===== config.mk =====
export PLATFORM = sky130hd
export DESIGN_NAME = phase_offset_ctrl
export DESIGN_NICKNAME = d
export VERILOG_FILES = /design/src/rtl/phase_pkg.sv /design/src/rtl/button_debounce.sv /design/src/rtl/phase_offset_ctrl.sv
export SDC_FILE = /design/constraint.sdc
export NUM_CORES = 1
export LEC_CHECK = 0
export ABC_AREA = 1
export CAP_MARGIN = 20
export CORE_MARGIN = 1
export CORE_UTILIZATION = 59
export CTS_BUF_LIST = sky130_fd_sc_hd__clkbuf_8
export CTS_CLUSTER_SIZE = 28
export DETAILED_ROUTE_END_ITERATION = 8
export PLACE_DENSITY = 0.76
export SLEW_MARGIN = 30
export SYNTH_ARGS = -nofsm -noshare
export SYNTH_HDL_FRONTEND = slang
export SYNTH_HIERARCHICAL = 1
export SYNTH_SLANG_ARGS = --single-unit

===== constraint.sdc =====
create_clock -name clk -period 3.85 [get_ports clk]
set_clock_uncertainty 0.05 [all_clocks]
set_input_delay 0.77 -clock clk [delete_from_list [all_inputs] [get_ports clk]]
set_output_delay 0.77 -clock clk [all_outputs]
set_load 0.02 [all_outputs]

===== src/rtl/phase_pkg.sv =====
// Shared types and defaults for the multi-channel DDS phase-offset controller.
package phase_pkg;

   // Step FSM: wait for a press, make the first step, wait out the
   // auto-repeat delay, then step at the repeat rate until release.
   typedef enum logic [1:0] {
      IDLE   = 2'd0,
      STEP   = 2'd1,
      HOLD   = 2'd2,
      REPEAT = 2'd3
   } phase_state_t;

   // 1 degree and 90 degrees of a 32-bit phase word.
   localparam longint unsigned FINE_STEP_DEFAULT   = 64'd11930465;
   localparam longint unsigned COARSE_STEP_DEFAULT = 64'd1073741824;

   // Channel selects that do not address a real channel fall back to channel 0.
   function automatic int unsigned ch_index(input int unsigned sel,
                                            input int unsigned channels);
      return (sel < channels) ? sel : 32'd0;
   endfunction

endpackage


===== src/rtl/button_debounce.sv =====
// Two-flop synchroniser plus stability debouncer for one active-low button.
// deb_n follows the synchronised level only after it has differed from the
// current deb_n for DEBOUNCE_CYCLES consecutive cycles; any bounce restarts.
module button_debounce #(
   parameter int unsigned DEBOUNCE_CYCLES = 500000
) (
   input  logic clk,
   input  logic reset,
   input  logic raw_n,
   output logic deb_n
);

   localparam int unsigned CNT_W = (DEBOUNCE_CYCLES > 1) ? $clog2(DEBOUNCE_CYCLES) : 1;
   localparam logic [CNT_W-1:0] CNT_LAST = CNT_W'(DEBOUNCE_CYCLES - 1);

   logic             sync1;
   logic             sync2;
   logic [CNT_W-1:0] cnt;

   // Bring the asynchronous button into the clk domain; resets to "released".
   always_ff @(posedge clk or negedge reset) begin
      if (!reset) begin
         sync1 <= 1'b1;
         sync2 <= 1'b1;
      end else begin
         sync1 <= raw_n;
         sync2 <= sync1;
      end
   end

   // Count consecutive cycles of disagreement; accept the new level on the last one.
   always_ff @(posedge clk or negedge reset) begin
      if (!reset) begin
         deb_n <= 1'b1;
         cnt   <= '0;
      end else if (sync2 == deb_n) begin
         cnt <= '0;
      end else if (cnt == CNT_LAST) begin
         deb_n <= sync2;
         cnt   <= '0;
      end else begin
         cnt <= cnt + 1'b1;
      end
   end

endmodule


===== src/rtl/phase_offset_ctrl.sv =====
// Push-button phase-offset controller for CHANNELS DDS channels.
// Debounced add/sub buttons step the selected channel's offset by a fine or
// coarse amount, with auto-repeat while held; clear zeroes one channel.
module phase_offset_ctrl
   import phase_pkg::*;
#(
   parameter int unsigned     PHASE_W         = 32,
   parameter int unsigned     CHANNELS        = 2,
   parameter longint unsigned FINE_STEP       = FINE_STEP_DEFAULT,
   parameter longint unsigned COARSE_STEP     = COARSE_STEP_DEFAULT,
   parameter int unsigned     DEBOUNCE_CYCLES = 500000,
   parameter int unsigned     REPEAT_DELAY    = 25000000,
   parameter int unsigned     REPEAT_RATE     = 5000000,
   localparam int unsigned    SEL_W           = (CHANNELS > 1) ? $clog2(CHANNELS) : 1
) (
   input  logic                        clk,
   input  logic                        reset,
   input  logic                        add_n,
   input  logic                        sub_n,
   input  logic [SEL_W-1:0]            sel,
   input  logic                        coarse,
   input  logic                        clear,
   output logic [CHANNELS*PHASE_W-1:0] phase_out,
   output logic                        step_pulse,
   output logic [1:0]                  state_dbg
);

   localparam logic [PHASE_W-1:0] FINE_V   = PHASE_W'(FINE_STEP);
   localparam logic [PHASE_W-1:0] COARSE_V = PHASE_W'(COARSE_STEP);

   localparam int unsigned CNT_MAX = (REPEAT_DELAY > REPEAT_RATE) ? REPEAT_DELAY : REPEAT_RATE;
   localparam int unsigned CNT_W   = (CNT_MAX > 1) ? $clog2(CNT_MAX) : 1;
   localparam logic [CNT_W-1:0] DELAY_LOAD = CNT_W'(REPEAT_DELAY - 1);
   localparam logic [CNT_W-1:0] RATE_LOAD  = CNT_W'(REPEAT_RATE - 1);

   logic               add_deb_n;
   logic               sub_deb_n;
   logic               add_p;
   logic               sub_p;
   logic               leave;
   logic               step_fire;
   logic [SEL_W-1:0]   clr_ch;

   phase_state_t       state;
   logic               dir_sub;
   logic [SEL_W-1:0]   ch;
   logic [PHASE_W-1:0] step_val;
   logic [CNT_W-1:0]   cnt;
   logic [PHASE_W-1:0] offset [CHANNELS];

   button_debounce #(.DEBOUNCE_CYCLES(DEBOUNCE_CYCLES)) u_add_deb (
      .clk   (clk),
      .reset (reset),
      .raw_n (add_n),
      .deb_n (add_deb_n)
   );

   button_debounce #(.DEBOUNCE_CYCLES(DEBOUNCE_CYCLES)) u_sub_deb (
      .clk   (clk),
      .reset (reset),
      .raw_n (sub_n),
      .deb_n (sub_deb_n)
   );

   assign add_p = !add_deb_n;
   assign sub_p = !sub_deb_n;

   // An active hold ends when its own button releases or the other one joins it.
   assign leave = dir_sub ? (!sub_p || add_p) : (!add_p || sub_p);

   // The first step is unconditional; repeat steps only while the hold survives.
   assign step_fire = (state == STEP) ||
                      ((state == REPEAT) && !leave && (cnt == '0));

   assign clr_ch    = SEL_W'(ch_index(32'(sel), CHANNELS));
   assign state_dbg = state;

   // Step sequencing: latch the request on press, then time delay and repeats.
   // HOLD hands over to REPEAT with the counter already at zero, so the first
   // repeat lands one cycle after the delay expires and the rest follow at the rate.
   always_ff @(posedge clk or negedge reset) begin
      if (!reset) begin
         state    <= IDLE;
         dir_sub  <= 1'b0;
         ch       <= '0;
         step_val <= '0;
         cnt      <= '0;
      end else begin
         case (state)
            IDLE: begin
               if (add_p ^ sub_p) begin
                  state    <= STEP;
                  dir_sub  <= sub_p;
                  ch       <= SEL_W'(ch_index(32'(sel), CHANNELS));
                  step_val <= coarse ? COARSE_V : FINE_V;
               end
            end
            STEP: begin
               state <= HOLD;
               cnt   <= DELAY_LOAD;
            end
            HOLD: begin
               if (leave) begin
                  state <= IDLE;
               end else if (cnt == '0) begin
                  state <= REPEAT;
               end else begin
                  cnt <= cnt - 1'b1;
               end
            end
            REPEAT: begin
               if (leave) begin
                  state <= IDLE;
               end else if (cnt == '0) begin
                  cnt <= RATE_LOAD;
               end else begin
                  cnt <= cnt - 1'b1;
               end
            end
            default: state <= IDLE;
         endcase
      end
   end

   // Offset registers: wrap-around step, then clear overrides on its channel.
   always_ff @(posedge clk or negedge reset) begin
      if (!reset) begin
         for (int k = 0; k < CHANNELS; k++) begin
            offset[k] <= '0;
         end
         step_pulse <= 1'b0;
      end else begin
         if (step_fire) begin
            offset[ch] <= dir_sub ? (offset[ch] - step_val) : (offset[ch] + step_val);
         end
         if (clear) begin
            offset[clr_ch] <= '0;
         end
         step_pulse <= step_fire || clear;
      end
   end

   // Pack the channel offsets onto the output bus.
   always_comb begin
      phase_out = '0;
      for (int k = 0; k < CHANNELS; k++) begin
         phase_out[k*PHASE_W +: PHASE_W] = offset[k];
      end
   end

endmodule


# Word level (Yosys, flattened, before mapping)
# Cells that the tools add are included.
# totals
regBits	170
input_bits	7
output_inout_bits	67
# op_classes
add_sub_neg	5
magnitude_cmp	4
n_eq_ne	13
muxes	27
n_bitwise	7
n_reduce_logical	19
# op_table
operator	n
$mux 32	6
$mux 64	2
$mux 25	4
$mux 19	4
$pmux 25 s3	1
$and 64x64->64	1
$bwmux 64	1
$demux 32 s1	2
$not 64->64	1
$add 19x1->19 const B	2
$eq 19x19->1 const B	2
$add 32x32->32	1
$sub 32x32->32	1
$mux 31	1
$logic_not 25->1	1
$sub 25x1->25 const B	1
$ne 2x2->1 const B	5
$mux 2	4
$pmux 2 s4	1
$reduce_and 2->1	3
$eq 2x2->1 const B	2
$ge 2x2->1 const B	2
$logic_and 1x1->1	4
$logic_or 1x1->1	4
other kinds (13)	19

# Depth between registers and ports, before layout
# Gate-level depths: netlist of the first run.
# depth
ltp_word	10
depth_mapped	21
depth_no_buf	19

# Hierarchy
# The synthesis of the first run kept the hierarchy.
# modules_own_cells
module	n_inst	cells_per_inst	area_per_inst_um2	seq_area_each_um2
phase_offset_ctrl	1	1184	7511.0	2402.3
button_debounce	2	147	1194.9	554.3

# Worst setup path after synthesis of the first run
# No wires, ideal clock.
# synth_timing
path_type	reg2reg
startpoint	register ch
endpoint	register offset (netlist bit phase_out[17])
setup_ps	113
t_arrival_ps	2715
required_ps	3687
path_slack_ps	971
path_stages_with_launch	21
period_less_slack_ps	2879
path_cell_list	dfrtp_1 buf_4 buf_2 buf_1 clkbuf_1 nand2_1 o21ai_0 ha_1 nand2_1 o21ai_0 nand2_1 nand2_1 nand2_1 nand2_1 nand2_1 nand2_1 nand3_1 nand3b_1 nand3_1 nand2_1 inv_1
# synth_between
elab_chain_cells	10
elab_cells_between_ends	16
classes_between	add/sub (2); order compare (2); mux (9); bitwise (2); reduce/logical (1)
# synth_rtl
item	line	rtl
from (decl)	phase_offset_ctrl.sv:46	logic [SEL_W-1:0] ch;
from (signal assigned)	phase_offset_ctrl.sv:94	ch <= SEL_W'(ch_index(32'(sel), CHANNELS));
$not 1->2 *	phase_offset_ctrl.sv:134	offset[ch] <= dir_sub ? (offset[ch] - step_val) : (offset[ch] + step_val);
$mux 32 (not written as such) (3 in series)	phase_offset_ctrl.sv:134	
$add 32x32->32 or $sub 32x32->32 (tied branches)	phase_offset_ctrl.sv:134	
$mux 32	phase_offset_ctrl.sv:134	
$bwmux 64 *	phase_offset_ctrl.sv:134	
$mux 64 *	phase_offset_ctrl.sv:133	if (step_fire) begin
$and 64x64->64 (no source line)	-	
$mux 64 *	phase_offset_ctrl.sv:136	if (clear) begin
to (signal, indexed assignment)	phase_offset_ctrl.sv:134	
to (decl)	phase_offset_ctrl.sv:49	logic [PHASE_W-1:0] offset [CHANNELS];
# Mark *: on every way between the ends. The rest lies on a longest branch, timed or not. The select of a mux whose other input is x is not followed.
# A chain may end at the register's enable or synchronous reset.

# Final worst setup path of the first run
# layout_timing
startpoint	register ch
endpoint	register offset (netlist bit phase_out[58])
# Same word-level chain as after synthesis.

==> results of run 1 <==
## cells in the mapped netlist, types with 2 or more instances
cell,n,area [sq um]
nand2_4,3,33.8
buf_1,3,11.3
buf_2,10,50.1
dfstp_2,6,158
nand3_2,3,30.0
o21ai_1,8,40.0
ha_1,31,388
nand3b_1,5,37.5
clkbuf_1,7,26.3
nor3_1,14,70.1
dfrtp_1,134,3350
inv_1,236,886
nor4_1,4,25.0
nor2_2,11,68.8
xor2_2,2,32.5
nand4_1,16,100
nand2_2,10,62.6
inv_2,7,26.3
nor2_1,209,785
o21a_1,6,45.0
nor3b_2,5,62.6
o21ai_0,61,305
nor3b_1,3,22.5
nor2_8,2,40.0
and2_1,2,12.5
buf_6,6,67.6
nand3_1,130,651
nor2_4,7,78.8
or2_2,4,25.0
and3_1,2,12.5
xnor2_1,10,87.6
inv_4,2,12.5
nand2_1,407,1530
buf_4,5,37.5
xor2_1,28,245
a21oi_1,65,325
## cells in the final DEF (no fill, tap or decap), types with 3 or more instances in the layout
cell type / instances
inv_1: 236
inv_2: 7
inv_8: 4
buf_4: 11
nor3_1: 14
o21ai_0: 61
nor4_1: 4
nor2_4: 7
clkbuf_8: 17
clkdlybuf4s50_1: 72
nand3_2: 3
a21oi_1: 65
nor2_2: 11
o21ai_1: 8
nor2_1: 209
nor3b_1: 3
or2_2: 4
nand3_1: 130
xor2_1: 28
inv_6: 4
nand3b_1: 5
nand2_1: 407
nand4_1: 16
dfrtp_1: 133
nor3b_2: 5
ha_1: 31
bufinv_16: 4
o21a_1: 6
xnor2_1: 10
nand2_4: 3
dfstp_2: 6
nand2_2: 10
## power by group
part	leakage, nW	total, mW	switching (mW)	internal [mW]
Clock	0.229	1.40	0.672	0.731
Sequential	1.92	1.48	0.00527	1.48
Combinational	3.96	0.0829	0.0635	0.0194
Total	6.11	2.97	0.740	2.23
## worst paths after layout
| check | endpoint | cells after the start |
|---|---|---|
| max | phase_out[58] | 17 |
| min | cnt[18] | 1 |
| max reg2reg | phase_out[58] | 17 |
| min reg2reg | u_add_deb/sync2 | 0 |
| max in group asynchronous | u_add_deb/deb_n | 2 |
| min in group clk | u_add_deb/sync2 | 0 |
## cells by family after synthesis
logic type	synth area share, %
and+or+nand+nor	37.4
buffers and inverters	11.3
AOI/OAI and AO/OA	7.91
DFF	35.5
xor gates and xnor gates	3.69
adders and majority gates	4.12
muxes	0.101
## state kept, by name (all words and copies together) (netlist names)
signal / cells
dir_sub: 1
step_val: 2
u_sub_deb/cnt: 19
u_sub_deb/deb_n: 1
step_pulse: 1
u_add_deb/cnt: 19
u_sub_deb/sync2: 1
phase_out: 64
u_add_deb/sync2: 1
u_add_deb/deb_n: 1
state_dbg: 2
cnt: 25
ch: 1
u_add_deb/sync1: 1
u_sub_deb/sync1: 1
## per-layer routing
metal	part of all wire [%]	vias to the layer above	track usage (%)
met1	44	4420	40.4
met4	2.6	0	12.4
li1	-	4740	-
met3	4.7	50	4.55
met2	49	264	55.0
met5	0	-	0
## metrics by stage
step,worst slack (ns),instance area [sq um],hold slack [ns],instances
global placement,0.775,10800,0.300,1747
global route,0.439,11200,0.262,1779
detailed placement,0.758,10800,0.303,1747
finish,0.657,11200,0.223,1779
floorplan,0.971,9900,0.295,1478
CTS,0.725,11200,0.251,1779
## area by class of cell
class	instances	share of cell area (%)
clock buffer	17	2.08
clock inverter	15	1.97
inverter	246	8.25
multi-input combinational	1061	46.8
sequential	140	31.2
tap	216	2.40
timing repair buffer	84	7.24
## worst reg2reg max path: cells and delay by family (launching register included)
kind / cells / cell delay (ns)
flops: 1 / 0.53
simple gates: 12 / 1.51
fa+ha+maj: 2 / 0.63
buf+inv: 2 / 0.19
mux: 1 / 0.20
==> impl_metrics.yaml, run 1 <==
min_path:
  min-delay-path-class: "input pin to async pin"
setup_path:
  path_cells: "mux2i_1 -> ha_1 -> fa_1 -> inv_1 -> nand3_1 -> nand2_1 -> nand2_1 -> nand2_1 -> nand2_1 -> nand2_1 -> nand2_1 -> nand2_1 -> nand3_1 -> nand3_1 -> nand3_1 -> nand2_1 -> inv_1"
  r2r_start: "ch"
  max_stage_delay_ns: 0.53
  worstPathMaxFanout: 17
  cpMostUsedCell: "nand2_1"
  path_buf_inv: 2
  path_delay_family: "simple AND/OR/NAND/NOR gates"
  criticalPathCategory: "flip-flop to flip-flop"
  cp-startpoint: "ch"
  cp-start-kind: "flip-flop"
  worstPathArrival_ns: 3.52
  cp-end-kind: "flip-flop"
  r2r_setup_slack_ns: 0.66
  cp_slowest_cell: "dfrtp_2"
  required_ns: 4.17
floorplan:
  ios: 74
  dieHeight_um: 132
  start_util_pct: 61.4
  design.core.area_sq_um: 16100
  die_w_um: 132
  rows: 46
  die_area_sq_um: 17300
global_route:
  grt_usage_pct: 32.0
  grt_pass1_vias: 9092
  antenna_found_initial: 0
  grt_pass1_wl_um: 44200
  grt_max_degree: 70
  grt.overflow.total: 0
sta:
  period_share_pct: 82.9
  slew_headroom_pct: 57.2
  worst_slew_pin_slew_ns: 0.642
  finalSetupViolations: 0
  rsz0062_at_grt: "false"
  finalHoldViolations: 0
  drv_slew: 0
  tns_ns: 0
  timing.fmax_mhz: 313
  fin_crit_ns: 3.19
outcome:
  outcome: "complete, no violations"
detailed_routing:
  drcViolationCount: 0
  via_per_inst: 5.33
  vias: 9474
  drt_iter0_drc: 577
  postRouteAntennaNets: 0
  routed_wl_um: 26800
  detail_route.first_pass.iterations: 6
  wl_per_cell_um: 15.1
layout:
  antennaDiodeCount: 0
  nFillCells: 1424
  fin_util_pct: 69.8
  area_growth_pct: 13.6
  fin_nets: 1589
  drive_gt1_share_pct: 7.10
  multi_input_area_sq_um: 5270
  seq_area_sq_um: 3510
clocking:
  hold_buffers: 0
  cts_buffers: 17
  cts.clk_slew.worst_paths_ns: 0.10
  clock_latency_ns: 0.48
  cts.repair.resized: 0
  clock-sinks: 140
  cts.path.max_buffers: 2
  cts_root_buffer: "clkbuf_8"
  cts_tree: "built"
  htree_levels: 4
  cts_setup_buffers: 0
pwr:
  power_density_nw_per_um2: 264
  ir_drop_mv: 0.323
  p_leak_nw: 6.11
  total_power_mw: 2.97
synthesis:
  ys.flop_type: "dfrtp_1"
  synth_area_sq_um: 9900
  synth-edff-count: 0
  yosysSeqAreaShare_pct: 35.5
  ys_ff_latch: 140
  syn_nets: 1517
  ys_async_sr_fraction_pct: 100
  syn_avg_cell_area_sq_um: 6.70
  synthCells: 1478
  ys_warn_count: 6
  synth.distinct_cells: 50
placed_design:
  gp_congestion: 1.05
  io_buffer_count: 73
  dp_hpwl_um: 19400
job:
  maxCapViolations: 0
(Power assumes the default switching activity.)
==> run 2, diff against run 1 <==
- clock period: 3.85 -> 3.05 ns (I/O delays scaled with it)
==> run 2 against run 1 <==
Net effect:
- hold slack worse by 0.19 ns
- routed wire length is 1.2% lower
- combinational power is 27% higher
- largest power group unchanged
- highest routed layer unchanged
==> impl_metrics.yaml, run 2 (synthesized netlist as in run 1, its figures left out) <==
floorplan:
  design.core.area_sq_um: 16100
  die_w_um: 132
  rows: 46
  start_util_pct: 61.4
  die_area_sq_um: 17300
  ios: 74
  dieHeight_um: 132
pwr:
  p_leak_nw: 6.12
  switching_power_uw: 895
  switching_share_pct: 25.2
  ir_drop_mv: 0.257
  internal_power_mw: 2.66
  power_density_nw_per_um2: 315
  p_seq_share_pct: 52.7
  pwr-share-comb_pct: 3.0
  pwr-share-clk_pct: 44.3
setup_path:
  cp-start-kind: "flip-flop"
  r2r_setup_slack_ns: 0.22
  worstPathArrival_ns: 3.15
  worstRegToRegCells: 13
  path_delay_family: "simple AND/OR/NAND/NOR gates"
  path_buf_inv: 4
  required_ns: 3.37
  cp_slowest_cell: "ha_1"
  r2r_start: "dir_sub"
  cp-end-kind: "flip-flop"
  worstPathMaxFanout: 21
  path_cells: "inv_1 -> nand2_1 -> buf_4 -> ha_1 -> inv_1 -> nor2_1 -> nand2_1 -> nor2_1 -> nand3_1 -> nand3_1 -> nand3_1 -> nand2_1 -> inv_1"
  criticalPathCategory: "flip-flop to flip-flop"
  timing.rr.end: "phase_out[26]"
  max_stage_delay_ns: 0.43
layout:
  antennaDiodeCount: 0
  drive_gt1_share_pct: 7.52
  final_common_cell: "nand2_1"
  fin_nets: 1595
  final_cell_area_sq_um: 11300
  area_growth_pct: 13.8
  final_cell_mix: "nand2_1 (407), inv_1 (236), nor2_1 (209)"
  largest_reg_flops: 64
  fin_util_pct: 69.9
global_route:
  grt_pass1_vias: 9200
  antenna_found_initial: 0
  grt_pass1_wl_um: 44000
  grt_usage_pct: 31.7
  grt_max_degree: 56
  grt.overflow.total: 0
sta:
  slew_headroom_pct: 66.2
  rsz0062_at_grt: "false"
  worst_slew_pin_slew_ns: 0.507
  finalHoldViolations: 0
  finalSetupViolations: 0
  tns_ns: 0
  timing.fmax_mhz: 354
  hold_ws_ns: 0.0344
  drv_slew: 0
  period_share_pct: 92.7
  fin_crit_ns: 2.83
detailed_routing:
  detail_route.first_pass.iterations: 6
  drcViolationCount: 0
  wl_per_cell_um: 14.8
  via_per_inst: 5.29
  routed_wl_um: 26500
  drt_iter0_drc: 607
  postRouteAntennaNets: 0
  vias: 9443
clocking:
  cts_tree: "built"
  htree_levels: 4
  hold_buffers: 0
  cts_buffers: 17
  cts_setup_buffers: 0
  cts.clk_slew.worst_paths_ns: 0.09
  clock-sinks: 140
  cts.path.max_buffers: 2
  cts.repair.resized: 0
  clock_latency_ns: 0.47
  cts_root_buffer: "clkbuf_8"
placed_design:
  dpl-instance-area_sq_um: 10900
  io_buffer_count: 73
  gp_congestion: 1.02
  dp_hpwl_um: 19500
min_path:
  min-delay-path-class: "input pin to async pin"
outcome:
  outcome: "complete, no violations"
job:
  maxCapViolations: 0
-- run 2: routing by layer --
| layer | part of all wire [%] | GRT usage (%) | up-vias |
|---|---|---|---|
| li1 | - | - | 4761 |
| met1 | 44 | 40.4 | 4360 |
| met2 | 47 | 51.8 | 251 |
| met3 | 4.5 | 5.05 | 71 |
| met4 | 4.0 | 16.4 | 0 |
| met5 | 0 | 0 | - |
-- run 2: cell type report --
class	instances	area, sq um
Clock inverter	14	158
Clock buffer	18	248
Inverter	246	928
Fill cell	1425	4840
Tap cell	216	270
Timing Repair Buffer	90	885
Sequential cell	140	3510
Multi-Input combinational cell	1061	5270
-- run 2: worst max path at each step --
stage / from / depth (start not counted) / end / slack, ns
after floorplan: ch / 20 / phase_out[17] / 0.17
after global placement: dir_sub / 13 / phase_out[26] / 0.29
after detailed placement: cnt[0] / 15 / phase_out[14] / 0.27
after CTS: cnt[0] / 15 / phase_out[14] / 0.25
after global routing: dir_sub / 13 / phase_out[26] / 0.007
final: dir_sub / 13 / phase_out[26] / 0.22
-- run 2: power by group through the flow --
stage / Combinational (mW) / Sequential (mW) / Clock [mW]
finish: 0.105 / 1.87 / 1.57
floorplan: 0.0391 / 1.91 / 0
global route: 0.120 / 1.87 / 1.67
CTS: 0.108 / 1.87 / 1.60
detailed placement: 0.107 / 1.91 / 0
global placement: 0.106 / 1.91 / 0
-- run 2: per-stage QoR --
| step | setup slack, ns | power [mW] | instances |
|---|---|---|---|
| 2_1_floorplan | 0.171 | 1.95 | 1478 |
| 3_3_place_gp | 0.291 | 2.02 | 1753 |
| 3_5_place_dp | 0.271 | 2.02 | 1753 |
| 4_1_cts | 0.254 | 3.58 | 1785 |
| 5_1_grt | 0.00707 | 3.66 | 1785 |
| 6_report | 0.222 | 3.55 | 1785 |
==> run 3, diff against run 2 <==
- CORE_ASPECT_RATIO: unset -> 2
==> run 3 against run 2 <==
Net effect:
- sequential share of layout area shrank 0.21 points
- largest power group unchanged
- critical path depth increased by 5
- global-route usage up 6.7 points
- critical endpoint is now phase_out[31]
==> impl_metrics.yaml, run 3 (synthesized netlist as in run 1, its figures left out) <==
outcome:
  outcome: "complete, no violations"
job:
  maxCapViolations: 0
global_route:
  grt_use_met2_pct: 71.3
  antenna_found_initial: 0
  top_usage_layer: "met2"
  grt_use_met1_pct: 33.9
  use_met3_pct: 5.87
  grt.overflow.total: 0
  grt_pass1_wl_um: 49500
  grt_usage_pct: 38.4
  grt_pass1_vias: 10100
  grt_max_degree: 67
floorplan:
  die_area_sq_um: 17300
  dieHeight_um: 185
  ios: 74
  die_w_um: 93.6
  design.core.area_sq_um: 16400
  rows: 66
  start_util_pct: 60.6
placed_design:
  io_buffer_count: 73
  dp_hpwl_um: 24600
  gp_congestion: 1.04
  placed_cells: 1751
  place_ws_ns: 0.156
  dpl-instance-area_sq_um: 10900
setup_path:
  criticalPathCategory: "flip-flop to flip-flop"
  required_ns: 3.35
  worstPathMaxFanout: 6
  worstPathArrival_ns: 3.18
  cp-end-kind: "flip-flop"
  cp-start-kind: "flip-flop"
sta:
  fin_crit_ns: 2.88
  finalSetupViolations: 0
  drv_slew: 0
  finalHoldViolations: 0
  slew_headroom_pct: 48.5
  rsz0062_at_grt: "false"
  worst_slew_pin_slew_ns: 0.764
  tns_ns: 0
  timing.fmax_mhz: 347
  period_share_pct: 94.5
  fin_ws_ns: 0.169
layout:
  final_cell_count_no_fill: 1783
  final_cell_area_sq_um: 11300
  antennaDiodeCount: 0
  fin_util_pct: 69.4
  area_growth_pct: 14.6
  largest_reg_flops: 64
  drive_gt1_share_pct: 8.11
  fin_nets: 1605
  final_common_cell: "nand2_1"
  final_cell_mix: "nand2_1 (407), inv_1 (237), nor2_1 (209)"
detailed_routing:
  drcViolationCount: 0
  routed_wl_um: 31600
  wl_per_cell_um: 17.7
  detail_route.first_pass.iterations: 7
  via_per_inst: 5.54
  drt_iter0_drc: 463
  postRouteAntennaNets: 0
  vias: 9883
clocking:
  cts_buffers: 17
  cts.clk_slew.worst_paths_ns: 0.09
  cts_setup_buffers: 0
  cts.path.max_buffers: 2
  cts_tree: "built"
  clock_latency_ns: 0.46
  clock-sinks: 140
  cts_root_buffer: "clkbuf_8"
  htree_levels: 4
pwr:
  power_density_nw_per_um2: 312
  ir_drop_mv: 0.251
  p_leak_nw: 6.17
min_path:
  min-delay-path-class: "input pin to async pin"
-- run 3: report_power, final --
| part | internal (mW) | switching, mW | total, mW |
|---|---|---|---|
| clock | 0.739 | 0.816 | 1.55 |
| sequential | 1.87 | 0.00663 | 1.87 |
| combinational | 0.0269 | 0.0838 | 0.111 |
-- run 3: metrics by stage --
stage | hold slack (ns) | total power [mW]
after floorplan | 0.264 | 1.95
after global placement | 0.297 | 2.02
after detailed placement | 0.298 | 2.02
after CTS | 0.0916 | 3.55
after global routing | 0.109 | 3.66
final | 0.0771 | 3.54
-- run 3: path summary, 6_finish.rpt --
check                                 from                end  slack (ns)  cells after the start
min                                  reset  u_add_deb/cnt[14]        0.08                      1
max in group asynchronous            reset    u_add_deb/deb_n        2.08                      2
min in group clk           u_add_deb/sync1    u_add_deb/sync2        0.30                      0
max                                     ch      phase_out[31]        0.17                     18
min reg2reg                u_add_deb/sync1    u_add_deb/sync2        0.30                      0
max reg2reg                             ch      phase_out[31]        0.17                     18
-- run 3: final cells by class --
class	count	area, sq um
inverter	246	928
fill	1462	5010
timing repair buffer	100	972
clock inverter	15	160
sequential	140	3510
clock buffer	17	234
multi-input combinational	1061	5280
tap	204	255
-- run 3: worst max-delay path, stage by stage, from the launching register on --
cell and delay (ns):
dfrtp_2 0.43, inv_2 0.05, or2_2 0.26, o21ai_0 0.15
inv_1 0.11, ha_1 0.29, nand2_1 0.05, o21ai_1 0.19
nand2_1 0.07, nand2_1 0.11, nand2_1 0.07, nand2_1 0.17
nand2_1 0.10, nand3_1 0.22, nand2_1 0.12, nand3_1 0.13
nand3_1 0.08, nand2_1 0.08, inv_1 0.05
-- run 3: timing repair --
action | in CTS | in global routing
setup endpoints to repair | 0 | 10
hold buffers | 0 | 0
gates resized for setup | 0 | 3
-- run 3: per-layer routing --
layer	routed length (um)	vias to the layer above	part of all wire, %
met4	3240	0	10
met3	1160	172	3.7
li1	-	4772	-
met5	0	-	0
met2	17000	333	54
met1	10300	4606	32
==> edit: new RTL, config.mk and constraints of run 2 <==
Set the parameter `PHASE_W` to 24 (it was 32).
--- a/src/rtl/phase_offset_ctrl.sv
+++ b/src/rtl/phase_offset_ctrl.sv
@@ -4,7 +4,7 @@
 module phase_offset_ctrl
    import phase_pkg::*;
 #(
-   parameter int unsigned     PHASE_W         = 32,
+   parameter int unsigned     PHASE_W         = 24,
    parameter int unsigned     CHANNELS        = 2,
    parameter longint unsigned FINE_STEP       = FINE_STEP_DEFAULT,
    parameter longint unsigned COARSE_STEP     = COARSE_STEP_DEFAULT,
Ports: changed (resized phase_out); port bits go from 74 to 58. The function was not compared with the original's and may differ.
==> edit against run 2 <==
Sequential cell count decreased by 17; final area is 16% lower; synthesized area decreased by 16%; global-route usage fell by 1.3 points; power down 8.7%; die area down 16%; count of clock-buffer cells in the layout unchanged; first-iteration DRC count decreased by 13%; routed wire length is 23% lower; hold slack better by 0.060 ns; clock power is 6% lower; setup slack improved by 0.13 ns; non-clock buffer count shrank 26; sequential power decreased by 12%.
==> edit: results (changes against run 2) <==
* Run status: completed (unchanged)
* Final Non-Filler Cells at 1429 (was 1785)
* Share of cells above drive strength 1 at 0.117 (was 0.0752)
* Synth top area cells: dfrtp_1 35%, nand2_1 13%, inv_1 7.8% (was dfrtp_1 34%, nand2_1 15%, inv_1 8.9%)
* First-pass GRT wire length at 34700 um (was 44000 um)
* Relative slew slack at 0.608 (was 0.662)
* Met2 Track Usage GR at 0.510 (was 0.518)
* Initial DRC count at 530 (was 607)
* Nets at 1268 (was 1595)
* Register area share after synthesis at 0.371 (was 0.355)
* Leakage Power at 4.81 nW (was 6.12 nW)
* Met3 usage at 0.0561 (was 0.0505)
* Vias at 7519 (was 9443)
* Slowest library cell on the worst path: fa_1 (was ha_1)
* Syn. warnings at 6 (unchanged)
* Largest stage delay, worst path at 0.48 ns (was 0.43 ns)
* Met1 usage at 0.381 (was 0.404)
* Post-Route WL at 20400 um (was 26500 um)
* Synth cell types at 49 (was 50)
* Final GP Congestion at 1.02 (about the same)
* Total GRT Usage at 0.304 (was 0.317)
* Max reg flops at 48 (was 64)
* Vias in the first global route at 7354 (was 9200)
* Antenna cells at 0 (unchanged)
* Total CTS buffers at 17 (unchanged)
* Worst reg-to-reg setup slack at 0.35 ns (was 0.22 ns)
* Worst hold margin at 0.0942 ns (was 0.0344 ns)
* Clk_lat worst skew at 0.46 ns
* Port bufs at 57 (was 73)
* Total setup buffers inserted after CTS at 0 (unchanged)
* Fillers at 1234 (was 1425)
* Drt first pass iters at 7 (was 6)
* Synth top cells by count: 278 x nand2_1, 172 x inv_1, 162 x nor2_1, 117 x dfrtp_1, 88 x nand3_1 (was 407 x nand2_1, 236 x inv_1, 209 x nor2_1, 134 x dfrtp_1, 130 x nand3_1)
* CTS resizes at 0 (unchanged)
* Asr flop ratio synth at 1.00 (unchanged)
* Crit-path max FO at 16 (was 21)
* VDD IR max at 0.000289 V (was 0.000257 V)
* Syn_nets at 1203 (was 1517)
* DR top layer: met4 (unchanged)
* Reg2Reg Launch Point: ch$_DFFE_PN0P_ (was dir_sub$_DFFE_PN0P_)
* WP data arrival at 3.01 ns (was 3.15 ns)
* DP HPWL at 14900 um (was 19500 um)
* WL met3 at 823 um (was 1200 um)
* Avg Inst Size Synth at 7.11 um^2 (was 6.70 um^2)
* Wire length on met1 at 9080 um (was 11800 um)
* Reg2reg end: phase_out[16]$_DFF_PN0_ (was phase_out[26]$_DFF_PN0_)
* Pin count of the biggest net entering global routing at 52 (was 56)
* Antenna violations before repair at 0 (unchanged)
* Met2 WL at 9830 um (was 12400 um)
* H-tree Lvls at 4 (unchanged)
-- edit: layout make-up --
class / count / area (um^2) / share of cell area
Clock buffer: 18 / 248 / 0.0263
Clock inverter: 14 / 145 / 0.0154
Inverter: 191 / 723 / 0.0767
Multi-Input combinational cell: 839 / 4370 / 0.464
Sequential cell: 123 / 3090 / 0.327
Tap cell: 180 / 225 / 0.0239
Timing Repair Buffer: 64 / 633 / 0.0671
-- edit: logic make-up (layout without fill, tap and decap cells) --
| group | Yosys count | after routing | share of synthesized area |
|---|---|---|---|
| flops | 123 | 123 | 0.371 |
| simple gates | 633 | 633 | 0.349 |
| xor+xnor | 35 | 35 | 0.0386 |
| fa+ha+maj | 25 | 25 | 0.0385 |
| buf+inv | 209 | 287 | 0.104 |
| mux | 1 | 1 | 0.00120 |
| compound gates | 145 | 145 | 0.0975 |
-- edit: worst max-delay path by stage --
stage,start,to
after CTS,dir_sub$_DFFE_PN0P_,phase_out[21]$_DFF_PN0_
after global routing,ch$_DFFE_PN0P_,phase_out[41]$_DFF_PN0_
final,ch$_DFFE_PN0P_,phase_out[16]$_DFF_PN0_
after detailed placement,ch$_DFFE_PN0P_,phase_out[21]$_DFF_PN0_
after floorplan,ch$_DFFE_PN0P_,phase_out[21]$_DFF_PN0_
after global placement,ch$_DFFE_PN0P_,phase_out[45]$_DFF_PN0_
-- edit: power breakdown --
part / switching, W / internal, W / total (W)
logic: 0.0000938 / 0.0000333 / 0.000127
registers: 0.00000757 / 0.00164 / 0.00165
clock network: 0.000720 / 0.000748 / 0.00147
-- edit: metrics by stage --
| step | setup WS [ns] | area (um^2) |
|---|---|---|
| finish | 0.349 | 9430 |
| global route | 0.0414 | 9430 |
| CTS | 0.354 | 9430 |
| detailed placement | 0.355 | 9040 |
| global placement | 0.443 | 9040 |
| floorplan | 0.420 | 8330 |
